<file path="config.mk">
export PLATFORM = sky130hd
export DESIGN_NAME = med_filter_frame_seq
export DESIGN_NICKNAME = d
export VERILOG_FILES = /design/src/rtl/med_filter_frame_seq_pkg.sv /design/src/rtl/med_filter_frame_seq_post_monitor.sv /design/src/rtl/med_filter_frame_seq.sv
export SDC_FILE = /design/constraint.sdc
export NUM_CORES = 1
export LEC_CHECK = 0
export BUFFER_PORTS_ARGS = -buffer_cell sky130_fd_sc_hd__buf_2
export CAP_MARGIN = 10
export CORE_MARGIN = 10
export CORE_UTILIZATION = 63
export DETAILED_ROUTE_END_ITERATION = 10
export PLACE_DENSITY = 0.95
export SLEW_MARGIN = 5
export SYNTH_ARGS = -nofsm -noshare
export SYNTH_HDL_FRONTEND = slang
export SYNTH_SLANG_ARGS = --single-unit
</file>
<file path="constraint.sdc">
create_clock -name clk -period 7.12 [get_ports clk]
set_input_delay 0.356 -clock clk [delete_from_list [all_inputs] [get_ports clk]]
set_output_delay 0.356 -clock clk [all_outputs]
set_load 0.03 [all_outputs]
</file>
<file path="src/rtl/med_filter_frame_seq_pkg.sv">
// Shared types and sizing helpers for the median-filter frame sequencer.
package med_seq_pkg;

    typedef enum logic [2:0] {
        IDLE,
        VLEAD,
        HBLANK,
        ACTIVE,
        VTAIL,
        WAIT_POST
    } seq_state_t;

    function automatic int calc_aw(input int hdisp, input int vdisp);
        return $clog2(hdisp * vdisp);
    endfunction

    function automatic int frame_pixels(input int hdisp, input int vdisp);
        return hdisp * vdisp;
    endfunction

    function automatic int max4(input int a, input int b, input int c, input int d);
        int m;
        m = a;
        if (b > m) m = b;
        if (c > m) m = c;
        if (d > m) m = d;
        return m;
    endfunction

endpackage

</file>
<file path="src/rtl/med_filter_frame_seq_post_monitor.sv">
// Watches the filter output stream: vsync falling-edge detect and
// a saturating count of href pixels seen while the sequencer is busy.
module med_post_monitor
    import med_seq_pkg::*;
#(
    parameter int AW        = 19,
    parameter int FRAME_PIX = 307200
) (
    input  logic clk,
    input  logic rst,
    input  logic clr,
    input  logic busy,
    input  logic post_img_vsync,
    input  logic post_img_href,
    output logic post_fall,
    output logic count_ok
);

    localparam logic [AW:0] PIX_TARGET = (AW + 1)'(FRAME_PIX);

    logic        vsync_d;
    logic [AW:0] pix_cnt;

    // NOTE: state registers use non-blocking assignments so every flop samples pre-edge values.
    always_ff @(posedge clk or posedge rst) begin
        if (rst) begin
            vsync_d <= 1'b0;
            pix_cnt <= '0;
        end else begin
            vsync_d <= post_img_vsync;
            if (clr)
                pix_cnt <= '0;
            else if (busy && post_img_href && (pix_cnt != '1))
                pix_cnt <= pix_cnt + (AW + 1)'(1);
        end
    end

    assign post_fall = vsync_d & ~post_img_vsync;
    assign count_ok  = (pix_cnt == PIX_TARGET);

endmodule

</file>
<file path="src/rtl/med_filter_frame_seq.sv">
// Reads one frame from pixel memory, drives it into the median filter with
// programmable blanking, then waits for the filter's frame to complete.
module med_filter_frame_seq
    import med_seq_pkg::*;
#(
    parameter int IMG_HDISP = 640,
    parameter int IMG_VDISP = 480,
    parameter int V_LEAD    = 5,
    parameter int H_BLANK   = 10,
    parameter int V_TAIL    = 5,
    parameter int TIMEOUT   = 1 << 20,
    parameter int AW        = calc_aw(IMG_HDISP, IMG_VDISP)
) (
    input  logic          clk,
    input  logic          rst,
    input  logic          start,
    output logic          busy,
    output logic          done,
    output logic          cnt_err,
    output logic          timeout_err,
    output logic [15:0]   frame_cnt,
    output logic          mem_rd_en,
    output logic [AW-1:0] mem_rd_addr,
    input  logic [7:0]    mem_rd_data,
    output logic          per_img_vsync,
    output logic          per_img_href,
    output logic [7:0]    per_img_gray,
    input  logic          post_img_vsync,
    input  logic          post_img_href
);

    localparam int PW = $clog2(max4(V_LEAD, H_BLANK, IMG_HDISP, V_TAIL) + 1);
    localparam int RW = $clog2(IMG_VDISP + 1);
    localparam int TW = $clog2(TIMEOUT + 1);

    seq_state_t    state;
    logic [PW-1:0] phase;
    logic [RW-1:0] row;
    logic [TW-1:0] wait_cnt;
    logic [AW-1:0] addr;
    logic          start_ok;
    logic          vsync_int;
    logic          href_int;
    logic          post_fall;
    logic          count_ok;

    // A start coinciding with the done pulse belongs to the frame just finished.
    assign start_ok  = (state == IDLE) && start && !done;
    assign vsync_int = state inside {VLEAD, HBLANK, ACTIVE, VTAIL};
    assign href_int  = (state == ACTIVE);

    // Memory latency of one cycle lines read data up with the registered href.
    assign mem_rd_en    = href_int;
    assign mem_rd_addr  = addr;
    assign per_img_gray = per_img_href ? mem_rd_data : 8'd0;

    med_post_monitor #(
        .AW        (AW),
        .FRAME_PIX (frame_pixels(IMG_HDISP, IMG_VDISP))
    ) u_post_monitor (
        .clk            (clk),
        .rst            (rst),
        .clr            (start_ok),
        .busy           (busy),
        .post_img_vsync (post_img_vsync),
        .post_img_href  (post_img_href),
        .post_fall      (post_fall),
        .count_ok       (count_ok)
    );

    always_ff @(posedge clk or posedge rst) begin
        if (rst) begin
            state         <= IDLE;
            phase         <= '0;
            row           <= '0;
            wait_cnt      <= '0;
            addr          <= '0;
            busy          <= 1'b0;
            done          <= 1'b0;
            cnt_err       <= 1'b0;
            timeout_err   <= 1'b0;
            frame_cnt     <= '0;
            per_img_vsync <= 1'b0;
            per_img_href  <= 1'b0;
        end else begin
            done          <= 1'b0;
            per_img_vsync <= vsync_int;
            per_img_href  <= href_int;
            case (state)
                IDLE: if (start_ok) begin
                    state       <= VLEAD;
                    busy        <= 1'b1;
                    cnt_err     <= 1'b0;
                    timeout_err <= 1'b0;
                    addr        <= '0;
                    row         <= '0;
                    phase       <= '0;
                end
                VLEAD: if (phase == PW'(V_LEAD - 1)) begin
                    phase <= '0;
                    state <= HBLANK;
                end else begin
                    phase <= phase + PW'(1);
                end
                HBLANK: if (phase == PW'(H_BLANK - 1)) begin
                    phase <= '0;
                    state <= ACTIVE;
                end else begin
                    phase <= phase + PW'(1);
                end
                ACTIVE: begin
                    addr <= addr + AW'(1);
                    if (phase == PW'(IMG_HDISP - 1)) begin
                        phase <= '0;
                        row   <= row + RW'(1);
                        state <= (row == RW'(IMG_VDISP - 1)) ? VTAIL : HBLANK;
                    end else begin
                        phase <= phase + PW'(1);
                    end
                end
                VTAIL: if (phase == PW'(V_TAIL - 1)) begin
                    phase    <= '0;
                    wait_cnt <= '0;
                    state    <= WAIT_POST;
                end else begin
                    phase <= phase + PW'(1);
                end
                WAIT_POST: if (post_fall) begin
                    state     <= IDLE;
                    busy      <= 1'b0;
                    done      <= 1'b1;
                    frame_cnt <= frame_cnt + 16'd1;
                    if (!count_ok) cnt_err <= 1'b1;
                end else if (wait_cnt == TW'(TIMEOUT - 1)) begin
                    state       <= IDLE;
                    busy        <= 1'b0;
                    done        <= 1'b1;
                    timeout_err <= 1'b1;
                end else begin
                    wait_cnt <= wait_cnt + TW'(1);
                end
                default: state <= IDLE;
            endcase
        end
    end

endmodule

</file>
==> summary.txt <==
Global route
  – Global-route wire length before repair: 22.3 mm
  – GRT Total Usage: 20.1%
  – Largest net degree at the start of global routing: 54
  – Vias in the first global route: 4798
  – GRT overflow: 0
  – Initial antenna violation count: 0

Routing
  – Vias: 4834
  – Routed Wire Length: 13.0 mm
  – DR pass1 iterations: 5
  – Detail Route Antenna Nets: 0
  – # DRC: 0
  – DR vias/cell: 6.37
  – Drt wl/cell: 17.1 microns
  – Starting DRT DRC Count: 329

Die
  – Effective utilization at floorplan: 64.2%
  – Core Region: 8680 sq um
  – Number of primary I/O pins: 63
  – DIE WIDTH: 114 microns
  – Chip Height: 114 microns
  – Rows: 34
  – Total die area: 13000 sq um

Placed design
  – Final HPWL DP: 9.15 mm
  – I/O Buffers: 62
  – DP Cell Count: 744
  – GP Congestion: 0.930
  – Dpl ws: 4530 ps

Yosys
  – Syn Inst Count: 593
  – Yosys synthesis warning count: 0
  – List of most frequent post-synthesis cells: dfrtp_1 (105), nand2_1 (59), nor2_1 (49)
  – Most numerous cell in the Yosys netlist: dfrtp_1
  – Post-synth top flop: dfrtp_1
  – Sequential fraction of the synthesis area: 47.1%
  – Async SR Flop Fraction: 100%
  – Synthesized flop and latch total: 105
  – Cell area after synthesis: 5580 sq um
  – Largest cells by area after synthesis: dfrtp_1 (47%), nand2_1 (4.0%), o21ai_0 (3.9%), nand3_1 (3.4%), nor2_1 (3.3%)
  – Synth top area share: 47.1%
  – Post-synthesis cell type count: 57
  – EDFF count, synth: 0
  – Synth Net Count: 615
  – Mean Syn Cell Area: 9.40 sq um
  – Post-synth top area cell: dfrtp_1

Pwr
  – Pleak: 0.00280 uW
  – Sequential share of power: 59.3%
  – Power, Total: 1070 uW
  – NetSw: 262 uW
  – Switch share: 24.5%
  – Power share of the combinational group: 6.0%
  – Clock group share of total power: 34.7%
  – Maximum vdd drop: 149 uV
  – Power density over cell area: 174 nW/um^2
  – Internal power: 808 uW

Min path
  – Worst hold path class: primary input to async pin

Clocking
  – Clock sink count: 105
  – Clock Pin Slew Worst Setup and Hold Paths: 100 ps
  – Hold_buf cts: 0
  – # resized after CTS: 0
  – H-tree Lvls: 3
  – Maximum clock insertion buffer count: 2
  – Worst skew pair latency: 370 ps
  – Postcts setup bufs: 0
  – CTS root buf: clkbuf_8
  – Cts bufs inserted: 9
  – CTS tree: done

Finish
  – Storage element area: 2630 sq um
  – Multi-input gate area: 2800 sq um
  – Finished Layout Cells: 759
  – N_diodes: 0
  – # fillers: 625
  – Nets: 669
  – P&R area growth vs syn: 10.2%
  – Layout cell share with drive strength beyond 1: 14.3%

STA
  – Final period util: 39.1%
  – Max-slew violations: 0
  – RSZ-0062 raised after global routing: false
  – Setup Skew: 11.2 ps
  – Final setup violation count: 0
  – Final hold violations: 0
  – Slew margin rel.: 48.1%
  – Least-Margin Pin Slew: 777 ps
  – Final worst slack: 4330 ps
  – Final setup TNS: 0 ps
  – Final Critical Period: 2790 ps
  – Fmax: 359 MHz

Critical path
  – FF-to-FF setup slack: 4330 ps
  – CP max stage cell: nor4b_2
  – Critical Path End Type: flip-flop
  – R2R cell count: 5
  – R2r startpoint: state[1]
  – Cell breakdown of the critical path: nand3b_1 > nor4b_2 > nor2_1 > or4_1 > nand3_1
  – Crit path max fanout: 17
  – Worst path arrival time: 3100 ps
  – Crit path from: state[1]
  – Crit path kind: flip-flop to flip-flop
  – CP max stage delay: 690 ps
  – Startpoint Class: flip-flop
  – CP Data Required Time: 7430 ps

Status
  – Status: complete, no violations

Flow run
  – Max-cap violations: 0
==> metrics by stage <==
stage          util, %  instance area [sq um]  hold slack, ps
3_3_place_gp      68.5                   5950             455
5_1_grt           70.8                   6140            98.6
6_report          70.8                   6140            59.1
2_1_floorplan        -                   5580             387
4_1_cts           70.8                   6140            81.8
3_5_place_dp      68.5                   5950             469
==> state kept, by name (all words and copies together) (netlist names), 3 cells and up <==
| register | count |
|---|---|
| mem_rd_addr | 19 |
| u_post_monitor.pix_cnt | 20 |
| state | 3 |
| frame_cnt | 16 |
| phase | 10 |
| row | 9 |
| wait_cnt | 21 |
==> area by class of cell <==
type	instances	area share (%)
Multi-Input combinational cell	453	45.6
Tap cell	108	2.20
Sequential cell	105	42.8
Clock inverter	4	0.856
Timing Repair Buffer	65	5.42
Inverter	13	0.835
Clock buffer	11	2.30
==> placed cells by master (no fill, tap or decap), drive strengths merged, types with 7 or more instances in the layout <==
cell / n
a21o: 10
a21oi: 18
a31oi: 8
and2: 14
and3: 19
and4: 9
buf: 65
clkbuf: 11
dfrtp: 105
ha: 9
inv: 14
mux2i: 13
nand2: 60
nand3: 38
nand4: 23
nor2: 49
nor3: 14
nor3b: 8
nor4: 8
o211ai: 8
o21ai: 46
o31ai: 7
or3: 8
or4: 15
xnor2: 13
xor2: 18
==> critical path: cells and delay by family, from the launching register on <==
| family | cells | cell delay, ps |
|---|---|---|
| and+or+nand+nor | 5 | 2070 |
| DFF | 1 | 650 |
==> power by group through the flow <==
| stage | Sequential [uW] | Clock [uW] | Combinational (uW) |
|---|---|---|---|
| 2_1_floorplan | 637 | 0 | 51.6 |
| 3_3_place_gp | 644 | 0 | 59.6 |
| 3_5_place_dp | 645 | 0 | 64.9 |
| 4_1_cts | 634 | 375 | 65.1 |
| 5_1_grt | 637 | 400 | 76.4 |
| 6_report | 634 | 372 | 63.8 |
==> logic make-up (layout without fill, tap and decap cells) <==
family	Yosys count	count (layout)	synth area share, %
AO/OA/AOI/OAI	113	113	12.7
XOR/XNOR	31	31	4.87
adder cells (fa/ha/maj)	10	10	2.20
buffers and inverters	35	93	2.74
flip-flops	105	105	47.1
multiplexers	15	15	2.74
AND/OR/NAND/NOR	284	284	27.6
==> metal layers <==
metal | vias to the layer above | wire, microns | global-route usage (%)
met5 | - | 0 | 0
met4 | 0 | 254 | 7.02
met3 | 27 | 822 | 4.66
met2 | 187 | 6640 | 34.4
met1 | 2344 | 5280 | 24.1
li1 | 2276 | - | -
==> final timing paths <==
path	endpoint
max in group asynchronous	frame_cnt[15]
hold / removal	u_post_monitor.pix_cnt[3]
setup reg to reg	row[4]
setup / recovery	row[4]
hold reg to reg	wait_cnt[11]
min in group clk	u_post_monitor.vsync_d
No activity file was read; power rests on OpenSTA's default activity.
